`src/rtl/systolic_readout_quantizer.sv`:
```
// Readout stage behind the systolic array: buffers signed accumulators in a small FIFO and
// emits either one requantized byte or three raw bytes per value on a byte-wide stream.
module systolic_readout_quantizer #(
    parameter int ACC_W     = 24,
    parameter int DEPTH     = 4,
    parameter int FRAME_LEN = 8
) (
    input  logic             clk,
    input  logic             reset,
    input  logic             frame_start_i,
    input  logic [4:0]       shift_amt_i,
    input  logic             relu_en_i,
    input  logic             raw_mode_i,
    input  logic [ACC_W-1:0] acc_in_i,
    input  logic             acc_valid_i,
    output logic             acc_ready_o,
    output logic [7:0]       out_byte_o,
    output logic             out_valid_o,
    input  logic             out_ready_i,
    output logic             out_last_o,
    output logic             busy_o,
    output logic             sat_flag_o
);
    localparam int PW    = $clog2(DEPTH);
    localparam int CW    = $clog2(FRAME_LEN + 1);
    localparam int RAW_N = (ACC_W + 7) / 8;
    localparam logic [4:0] SH_MAX = 5'(ACC_W - 1);
    localparam logic signed [ACC_W:0] Q_MAX = (ACC_W+1)'(127);
    localparam logic signed [ACC_W:0] Q_MIN = (ACC_W+1)'(-128);

    typedef enum logic [1:0] {S_IDLE, S_ACTIVE, S_FLUSH} state_t;

    state_t state_q, state_d;

    logic [ACC_W-1:0] mem_q [DEPTH];
    logic [PW-1:0]    wr_ptr_q, wr_ptr_d, rd_ptr_q, rd_ptr_d;
    logic [CW-1:0]    in_cnt_q, in_cnt_d, pop_cnt_q, pop_cnt_d;
    logic [1:0]       phase_q, phase_d;
    logic [7:0]       out_byte_q, out_byte_d;
    logic             out_valid_q, out_valid_d, out_last_q, out_last_d;
    logic             sat_q, sat_d;
    logic [4:0]       cfg_shift_q, cfg_shift_d;
    logic             cfg_relu_q, cfg_relu_d, cfg_raw_q, cfg_raw_d;

    logic fifo_empty, fifo_full, push, last_value;
    logic [ACC_W-1:0]       head;
    logic [8*RAW_N-1:0]     head_pad;
    logic [4:0]             sh;
    logic signed [ACC_W:0]  ext, rnd, sum, res;
    logic [7:0]             q_byte;
    logic                   q_sat;

    // Pointers wrap naturally; one slot stays unused so full and empty are distinguishable.
    assign fifo_empty = (wr_ptr_q == rd_ptr_q);
    assign fifo_full  = (PW'(wr_ptr_q + 1'b1) == rd_ptr_q);
    assign push       = acc_valid_i && acc_ready_o && !frame_start_i;
    assign head       = mem_q[rd_ptr_q];
    assign head_pad   = (8*RAW_N)'(head);
    assign last_value = (pop_cnt_q == CW'(FRAME_LEN - 1));

    // Round-half-up then arithmetic shift in ACC_W+1 bits so the rounding add never wraps.
    always_comb begin
        sh = (cfg_shift_q > SH_MAX) ? SH_MAX : cfg_shift_q;
        ext = $signed({head[ACC_W-1], head});
        rnd = '0;
        if (sh != 5'd0) rnd[sh - 5'd1] = 1'b1;
        sum = ext + rnd;
        res = sum >>> sh;
        if (cfg_relu_q && res[ACC_W]) res = '0;
        q_sat  = 1'b0;
        q_byte = res[7:0];
        if (res > Q_MAX) begin
            q_byte = 8'h7F;
            q_sat  = 1'b1;
        end else if (res < Q_MIN) begin
            q_byte = 8'h80;
            q_sat  = 1'b1;
        end
    end

    always_ff @(posedge clk) begin
        if (reset) state_q <= S_IDLE;
        else       state_q <= state_d;
    end

    always_comb begin
        state_d = state_q;
        case (state_q)
            S_IDLE:   if (frame_start_i) state_d = S_ACTIVE;
            S_ACTIVE: begin
                if (frame_start_i) state_d = S_ACTIVE;
                else if (push && in_cnt_q == CW'(FRAME_LEN - 1)) state_d = S_FLUSH;
            end
            S_FLUSH: begin
                if (frame_start_i) state_d = S_ACTIVE;
                else if (out_valid_q && out_ready_i && out_last_q) state_d = S_IDLE;
            end
            default:  state_d = S_IDLE;
        endcase
    end

    always_comb begin
        busy_o      = (state_q != S_IDLE);
        acc_ready_o = (state_q == S_ACTIVE) && !fifo_full && (in_cnt_q < CW'(FRAME_LEN));
        out_byte_o  = out_byte_q;
        out_valid_o = out_valid_q;
        out_last_o  = out_last_q;
        sat_flag_o  = sat_q;
    end

    // valid/ready: a byte transfers on any edge where out_valid_o && out_ready_i; the output
    // register only reloads when empty or being taken, so a stalled byte never changes.
    always_comb begin
        wr_ptr_d    = wr_ptr_q;
        rd_ptr_d    = rd_ptr_q;
        in_cnt_d    = in_cnt_q;
        pop_cnt_d   = pop_cnt_q;
        phase_d     = phase_q;
        out_byte_d  = out_byte_q;
        out_valid_d = out_valid_q;
        out_last_d  = out_last_q;
        sat_d       = sat_q;
        cfg_shift_d = cfg_shift_q;
        cfg_relu_d  = cfg_relu_q;
        cfg_raw_d   = cfg_raw_q;
        if (frame_start_i) begin
            wr_ptr_d    = '0;
            rd_ptr_d    = '0;
            in_cnt_d    = '0;
            pop_cnt_d   = '0;
            phase_d     = '0;
            out_valid_d = 1'b0;
            out_last_d  = 1'b0;
            sat_d       = 1'b0;
            cfg_shift_d = shift_amt_i;
            cfg_relu_d  = relu_en_i;
            cfg_raw_d   = raw_mode_i;
        end else begin
            if (push) begin
                wr_ptr_d = PW'(wr_ptr_q + 1'b1);
                in_cnt_d = CW'(in_cnt_q + 1'b1);
            end
            if (!out_valid_q || out_ready_i) begin
                out_valid_d = !fifo_empty;
                out_last_d  = 1'b0;
                if (!fifo_empty) begin
                    if (cfg_raw_q) begin
                        out_byte_d = head_pad[8*phase_q +: 8];
                        if (phase_q == 2'(RAW_N - 1)) begin
                            phase_d    = '0;
                            rd_ptr_d   = PW'(rd_ptr_q + 1'b1);
                            pop_cnt_d  = CW'(pop_cnt_q + 1'b1);
                            out_last_d = last_value;
                        end else begin
                            phase_d = 2'(phase_q + 1'b1);
                        end
                    end else begin
                        out_byte_d = q_byte;
                        sat_d      = sat_q | q_sat;
                        rd_ptr_d   = PW'(rd_ptr_q + 1'b1);
                        pop_cnt_d  = CW'(pop_cnt_q + 1'b1);
                        out_last_d = last_value;
                    end
                end
            end
        end
    end

    always_ff @(posedge clk) begin
        if (push) mem_q[wr_ptr_q] <= acc_in_i;
    end

    always_ff @(posedge clk) begin
        if (reset) begin
            wr_ptr_q    <= '0;
            rd_ptr_q    <= '0;
            in_cnt_q    <= '0;
            pop_cnt_q   <= '0;
            phase_q     <= '0;
            out_byte_q  <= '0;
            out_valid_q <= 1'b0;
            out_last_q  <= 1'b0;
            sat_q       <= 1'b0;
            cfg_shift_q <= '0;
            cfg_relu_q  <= 1'b0;
            cfg_raw_q   <= 1'b0;
        end else begin
            wr_ptr_q    <= wr_ptr_d;
            rd_ptr_q    <= rd_ptr_d;
            in_cnt_q    <= in_cnt_d;
            pop_cnt_q   <= pop_cnt_d;
            phase_q     <= phase_d;
            out_byte_q  <= out_byte_d;
            out_valid_q <= out_valid_d;
            out_last_q  <= out_last_d;
            sat_q       <= sat_d;
            cfg_shift_q <= cfg_shift_d;
            cfg_relu_q  <= cfg_relu_d;
            cfg_raw_q   <= cfg_raw_d;
        end
    end
endmodule

```
`config.mk`:
```
export PLATFORM = sky130hd
export DESIGN_NAME = systolic_readout_quantizer
export DESIGN_NICKNAME = d
export VERILOG_FILES = /design/src/rtl/systolic_readout_quantizer.sv
export SDC_FILE = /design/constraint.sdc
export NUM_CORES = 1
export LEC_CHECK = 0
export BUFFER_PORTS_ARGS = -buffer_cell sky130_fd_sc_hd__buf_2
export CAP_MARGIN = 0
export CORE_MARGIN = 5
export CORE_UTILIZATION = 55
export CTS_BUF_LIST = sky130_fd_sc_hd__clkbuf_4
export DETAILED_ROUTE_END_ITERATION = 8
export PLACE_DENSITY = 0.76
export SLEW_MARGIN = 20
export SYNTH_ARGS = -nofsm -noshare
export SYNTH_HDL_FRONTEND = slang
export SYNTH_SLANG_ARGS = --single-unit
```
`constraint.sdc`:
```
create_clock -name clk -period 14 [get_ports clk]
set_input_delay 2.8 -clock clk [delete_from_list [all_inputs] [get_ports clk]]
set_output_delay 2.8 -clock clk [all_outputs]
set_load 0.01 [all_outputs]
```
==> impl_metrics.tcl, run 1 <==
set metrics [dict create \
    most-common-layout-cells "sky130_fd_sc_hd__nor2_1 (100), sky130_fd_sc_hd__edfxtp_1 (96), sky130_fd_sc_hd__nand2_1 (82), sky130_fd_sc_hd__a21oi_1 (56), sky130_fd_sc_hd__buf_2 (48)" \
    clock_tree.root_cell "sky130_fd_sc_hd__clkbuf_4" \
    rsz0062_at_grt "false" \
    detail_route.wirelength_um 25800 \
    place.detailed.instances 1142 \
    global_route_wire_length_before_repair_um 40600 \
    min_period_ns 7.18 \
    grt_max_degree 27 \
    post_synth_and_or_nand_nor_area_fraction 0.162 \
    min-delay-start "out_byte_o[1]$_SDFFE_PP0P_" \
    logic_gate_share_of_total_power 0.202 \
    die_area_um2 18700 \
    postCtsHoldBufs 0 \
    clock_skew_ns 0.0182 \
    worst_ep_required_time_ns 14.44 \
    postSynthNetCount 982 \
    final_layout_size_suffix_gt1_frac 0.146 \
    wire_per_inst_um 22.0 \
    antenna_found_initial 0 \
    synthArstFlopShare 0 \
    routabilityCongestion 1.01 \
    final_nets 1012 \
    finalWorstSetupSlack_ns 6.82 \
    dieHeight_um 137 \
    drv_cap 0 \
    sequential_fraction_of_the_synthesis_area 0.407 \
    min_path_type "register to register" \
    placement_stage_worst_setup_slack_ns 7.26 \
    layout.cells.most_common "sky130_fd_sc_hd__nor2_1" \
    cts.sinks 132 \
    synth_enable_flop_cells 96 \
    initialDrtViolationCount 1047 \
    critical_path_class "register to register" \
    synth_top_cell_area_share 0.326 \
    ys_warn_count 0 \
    worstSkewPairLatency_ns 0.52 \
    tritoncts.num_buffers 17 \
    timing.critical_path.arrival_ns 7.61 \
    period_share 0.513 \
    leakagePower_nw 3.30 \
    powerDensity_nw_per_um2 88.5 \
    pwr-share-clk 0.285 \
    finalHoldViolCount 0 \
    dp_hpwl_um 19200 \
    detail_route.vias_per_cell 6.70 \
    worstSetupStartpoint "cfg_shift_q[4]$_SDFFE_PP0P_" \
    crit-reg2reg-launch "cfg_shift_q[4]$_SDFFE_PP0P_" \
    p_sw_frac 0.301 \
    area_growth_syn_to_layout_pct 7.64 \
    postSynthAreaPerCell_um2 9.67 \
    seq_power_share 0.512 \
    remaining_drc_errors 0 \
    share_of_the_synthesized_netlist_area_taken_by_xor_and_xnor_gates 0.0218 \
    slew_headroom 0.356 \
    post-cts-setup-buffers 0 \
    crit_path_max_fanout 25 \
    grt.total_usage 0.282 \
    switching_power_summed_over_all_nets_mw 0.254 \
    crit_path_start_kind "register" \
    peakVddDrop_mv 0.0898 \
    synth_top_flop_cell "sky130_fd_sc_hd__edfxtp_1" \
    totalPowerFinal_mw 0.843 \
    cts.path.max_buffers 2 \
    synth.largest_area_cell "sky130_fd_sc_hd__edfxtp_1" \
    rows 46 \
    diode_insertion_count_for_antenna_repair 0 \
    htreeDepth 4 \
    first_global_vias 7498 \
    tritoncts "yes" \
    core-area_um2 15800 \
    post_synth_main_area_contributors "sky130_fd_sc_hd__edfxtp_1 (33%), sky130_fd_sc_hd__dfxtp_1 (8.1%), sky130_fd_sc_hd__mux4_2 (6.1%)" \
    layout.cells.non_filler 1174 \
    cell_count_after_synthesis 915 \
    start_util 0.559 \
    outcome "complete, no violations" \
    top_level_ports 49 \
    synth_compound_area_frac 0.235 \
    worstSetupEndpointType "register" \
    synth_seq_cells 132 \
    distinct_cells_synth 83 \
    fraction_of_the_mapped_netlist_area_in_adder_cells 0.0447 \
    detailedRoute.firstPassIterationCount 6 \
    whs_ns 0.462 \
    die_x_um 137 \
    synthesis.area_um2 8840 \
    fmax_mhz 139 \
    muxShareOfSynthArea 0.0966 \
    grt_remaining_overflow 0 \
    power.internal_mw 0.589 \
    synth_top_family_by_area "compound AO/OA/AOI/OAI gates" \
    cts_repair_resize_count 0 \
    port_buffers 48 \
    max_slew.worst_pin.slew_ns 0.965 \
    fin_tns_setup_ns 0 \
    routed-via-count 7865 \
    ant_nets 0 \
    finalMaxSlewViolations 0 \
    timing.final.setup_violations 0 \
    cts.clk_slew.worst_paths_ns 0.11 \
]
-- routing by layer --
| layer | GRT usage | routed length [um] |
|---|---|---|
| met1 | 0.376 | 10400 |
| met2 | 0.447 | 12000 |
| met3 | 0.0610 | 2290 |
| met4 | 0.118 | 1070 |
| met5 | 0 | 0 |
-- final timing paths --
| path | cells past startpoint | slack (ns) | endpoint |
|---|---|---|---|
| worst min register to register | 2 | 0.46 | out_byte_o[1]$_SDFFE_PP0P_ |
| worst max-delay path | 17 | 6.82 | out_byte_o[0]$_SDFFE_PP0P_ |
| worst max register to register | 17 | 6.82 | out_byte_o[0]$_SDFFE_PP0P_ |
| worst min-delay path | 2 | 0.46 | out_byte_o[1]$_SDFFE_PP0P_ |
-- synthesized netlist by cell type, drive strengths merged, types with 20 or more instances --
master	n
o21ai	59
dfxtp	36
ha	30
nand3	22
mux4	24
inv	20
clkbuf	33
a211oi	31
nor2	100
nand2	82
nor3	27
edfxtp	96
a21oi	58
mux2i	28
-- registers in the layout, indices dropped and copies added, names as in the netlist, named ones only --
register	count
cfg_raw_q	1
cfg_relu_q	1
cfg_shift_q	5
in_cnt_q	4
mem_q	96
out_byte_o	8
out_last_o	1
out_valid_o	1
phase_q	2
pop_cnt_q	4
rd_ptr_q	2
sat_flag_o	1
state_q	2
wr_ptr_q	2
-- power by group through the flow --
stage | Sequential [mW] | Clock [mW] | Combinational (mW)
floorplan | 0.434 | 0 | 0.119
global placement | 0.440 | 0 | 0.165
detailed placement | 0.440 | 0 | 0.163
CTS | 0.432 | 0.246 | 0.164
global route | 0.433 | 0.266 | 0.182
finish | 0.432 | 0.241 | 0.171
-- stage by stage --
| step | util | cell area, um2 |
|---|---|---|
| 6_report | 0.601 | 9520 |
| 5_1_grt | 0.601 | 9520 |
| 4_1_cts | 0.601 | 9520 |
| 3_5_place_dp | 0.584 | 9250 |
| 3_3_place_gp | 0.584 | 9250 |
| 2_1_floorplan | - | 8840 |
-- cells by family (layout without fill, tap and decap cells) --
kind of cell	after synthesis	in the layout
XOR/XNOR	22	22
AND/OR/NAND/NOR	307	307
multiplexers	55	55
adder cells (fa/ha/maj)	31	31
AO/OA/AOI/OAI	295	295
buffers and inverters	72	115
flip-flops	132	132
other	1	1
-- area by class of cell --
| type | count | area, um2 |
|---|---|---|
| sequential | 132 | 3600 |
| multi-input combinational | 711 | 4950 |
| clock inverter | 14 | 136 |
| fill | 1301 | 6310 |
| timing repair buffer | 61 | 338 |
| inverter | 22 | 82.6 |
| clock buffer | 18 | 135 |
| tap | 216 | 270 |
-- worst max-delay path, stage by stage (launching register included) --
cell and delay [ns]:
sky130_fd_sc_hd__dfxtp_1 0.97, sky130_fd_sc_hd__clkinv_1 0.79, sky130_fd_sc_hd__nand2_1 0.50, sky130_fd_sc_hd__nor3_1 0.13
sky130_fd_sc_hd__ha_1 0.63, sky130_fd_sc_hd__nand4_1 0.34, sky130_fd_sc_hd__a211oi_2 0.41, sky130_fd_sc_hd__nand3b_1 0.12
sky130_fd_sc_hd__o211ai_1 0.18, sky130_fd_sc_hd__xor2_1 0.75, sky130_fd_sc_hd__mux2i_1 0.19, sky130_fd_sc_hd__a221oi_2 0.47
sky130_fd_sc_hd__a21oi_1 0.23, sky130_fd_sc_hd__a41oi_1 0.25, sky130_fd_sc_hd__nor4_1 0.11, sky130_fd_sc_hd__a211oi_1 0.72
sky130_fd_sc_hd__a211oi_1 0.13, sky130_fd_sc_hd__o21ai_1 0.17
No activity file was read; power rests on OpenSTA's default activity.
==> run 2: changes to the inputs <==
Settings changed: PLACE_DENSITY 0.76 to 0.79.
Clock period 14 ns to 6.06 ns, I/O delays scaled along.
==> run 2 against run 1 <==
  * Critical path depth unchanged
  * Hold slack improved by 0.0017 ns
  * Register-to-register slack got worse by 6.3 ns
  * Clock power rose to 2.5 times the previous value
  * Sequential power up 130%
  * First-iteration DRC count increased by 14%
  * Final cell count is 2.2% higher
  * Critical path type unchanged
==> impl_metrics.tcl, run 2 (synthesis results as in run 1) <==
set metrics [dict create \
    outcome "complete, no violations" \
    detailedRoute.firstPassIterationCount 7 \
    rrSetupSlack_ns 0.52 \
    core-area_um2 15800 \
    diode_insertion_count_for_antenna_repair 0 \
    grt_max_degree 25 \
    tritoncts.num_buffers 17 \
    fin_tns_setup_ns 0 \
    final_nets 1039 \
    worst_hold_path.endpoint "out_byte_o[5]$_SDFFE_PP0P_" \
    r2r.worst_path.cells 17 \
    leakagePower_nw 3.46 \
    min_period_ns 5.54 \
    grt_remaining_overflow 0 \
    start_util 0.559 \
    final_layout_size_suffix_gt1_frac 0.170 \
    die_x_um 137 \
    finalHoldViolCount 0 \
    min-delay-start "out_byte_o[5]$_SDFFE_PP0P_" \
    worstSkewPairLatency_ns 0.54 \
    detail_route.wirelength_um 26400 \
    min_path_type "register to register" \
    ant_nets 0 \
    seq_power_share 0.489 \
    cts.clk_slew.worst_paths_ns 0.13 \
    timing.final.setup_violations 0 \
    crit_path_start_kind "register" \
    htreeDepth 4 \
    timing.critical_path.arrival_ns 6.00 \
    crit_path_max_fanout 16 \
    die_area_um2 18700 \
    port_buffers 48 \
    p_sw_frac 0.297 \
    pwr-share-clk 0.302 \
    rows 46 \
    worst_ep_required_time_ns 6.52 \
    max_slew.worst_pin.slew_ns 0.819 \
    dp_hpwl_um 20200 \
    postCtsHoldBufs 0 \
    antenna_found_initial 0 \
    max_ffs_per_register 96 \
    first_global_vias 7817 \
    place_area_um2 9460 \
    drv_cap 0 \
    cts_repair_resize_count 0 \
    detail_route.vias_per_cell 6.81 \
    logic_gate_share_of_total_power 0.209 \
    global_route_wire_length_before_repair_um 41800 \
    timing.rr.end "out_byte_o[6]$_SDFFE_PP0P_" \
    wire_per_inst_um 22.0 \
    routabilityCongestion 1.02 \
    top_level_ports 49 \
    initialDrtViolationCount 1189 \
    powerDensity_nw_per_um2 206 \
    switching_power_summed_over_all_nets_mw 0.599 \
    cts.sinks 132 \
    final_design_area_no_fill_um2 9770 \
    peakVddDrop_mv 0.232 \
    grt.total_usage 0.289 \
    slew_headroom 0.451 \
    area_growth_syn_to_layout_pct 10.5 \
    worst_hold_path.num_cells 2 \
    clock_tree.root_cell "sky130_fd_sc_hd__clkbuf_4" \
    layout.cells.most_common "sky130_fd_sc_hd__nor2_1" \
    post-cts-setup-buffers 0 \
    fmax_mhz 181 \
    most-common-layout-cells "sky130_fd_sc_hd__nor2_1 (100), sky130_fd_sc_hd__edfxtp_1 (96), sky130_fd_sc_hd__nand2_1 (82), sky130_fd_sc_hd__a21oi_1 (56), sky130_fd_sc_hd__buf_2 (48)" \
    finalMaxSlewViolations 0 \
    clock_skew_ns 0.0326 \
    top_register "mem_q" \
    critical_path_class "register to register" \
    remaining_drc_errors 0 \
    tritoncts "yes" \
    power.internal_mw 1.42 \
    dieHeight_um 137 \
    period_share 0.914 \
    rsz0062_at_grt "false" \
    cts.path.max_buffers 2 \
    worstSetupEndpointType "register" \
    routed-via-count 8167 \
]
-- run 2: worst max-delay path, cell delays in order, from the launching register on --
cell and delay, ns:
sky130_fd_sc_hd__dfxtp_2 0.46, sky130_fd_sc_hd__buf_12 0.22, sky130_fd_sc_hd__mux4_2 0.61, sky130_fd_sc_hd__ha_1 0.50
sky130_fd_sc_hd__a21oi_1 0.31, sky130_fd_sc_hd__o21ai_0 0.14, sky130_fd_sc_hd__buf_4 0.17, sky130_fd_sc_hd__a21o_1 0.16
sky130_fd_sc_hd__and2_1 0.18, sky130_fd_sc_hd__a211oi_2 0.55, sky130_fd_sc_hd__o22ai_1 0.18, sky130_fd_sc_hd__or3_1 0.40
sky130_fd_sc_hd__o31a_1 0.17, sky130_fd_sc_hd__or4_1 0.52, sky130_fd_sc_hd__o31a_1 0.32, sky130_fd_sc_hd__o21ai_2 0.27
sky130_fd_sc_hd__a211oi_1 0.13, sky130_fd_sc_hd__o21ai_1 0.16
-- run 2: per-layer routing --
| metal | routed length [um] | global-route usage |
|---|---|---|
| met3 | 2610 | 0.0500 |
| met5 | 0 | 0 |
| met1 | 10200 | 0.384 |
| met2 | 12500 | 0.470 |
| met4 | 1050 | 0.124 |
-- run 2: power by group through the flow --
stage               logic [mW]  clock network (mW)  registers, mW
floorplan                0.275                   0           1.00
global placement         0.404                   0           1.01
detailed placement       0.403                   0           1.01
CTS                      0.406               0.622          0.986
global route             0.450               0.672          0.987
finish                   0.422               0.608          0.986
-- run 2: worst max-delay path by stage --
stage,endpoint,depth (start not counted),start
3_3_place_gp,out_byte_o[0]$_SDFFE_PP0P_,16,register
5_1_grt,out_byte_o[6]$_SDFFE_PP0P_,18,cfg_shift_q[4]$_SDFFE_PP0P_
3_5_place_dp,out_byte_o[3]$_SDFFE_PP0P_,17,register
4_1_cts,out_byte_o[3]$_SDFFE_PP0P_,16,register
6_report,out_byte_o[6]$_SDFFE_PP0P_,17,register
2_1_floorplan,out_byte_o[0]$_SDFFE_PP0P_,18,register
-- run 2: layout make-up --
| type | count | area [um2] |
|---|---|---|
| fill | 1318 | 6060 |
| multi-input combinational | 711 | 4950 |
| sequential | 132 | 3600 |
| timing repair buffer | 88 | 553 |
| tap | 216 | 270 |
| clock inverter | 14 | 178 |
| clock buffer | 17 | 128 |
| inverter | 22 | 82.6 |
-- run 2: metrics by stage --
stage	util	hold WS, ns	setup WS, ns	instances	power, mW
after CTS	0.617	0.466	0.640	1200	2.01
after detailed placement	0.598	0.446	0.646	1169	1.41
after global placement	0.598	0.439	0.660	1169	1.41
after floorplan	-	0.441	0.973	915	1.28
after global routing	0.617	0.492	0.204	1200	2.11
final	0.617	0.463	0.521	1200	2.02
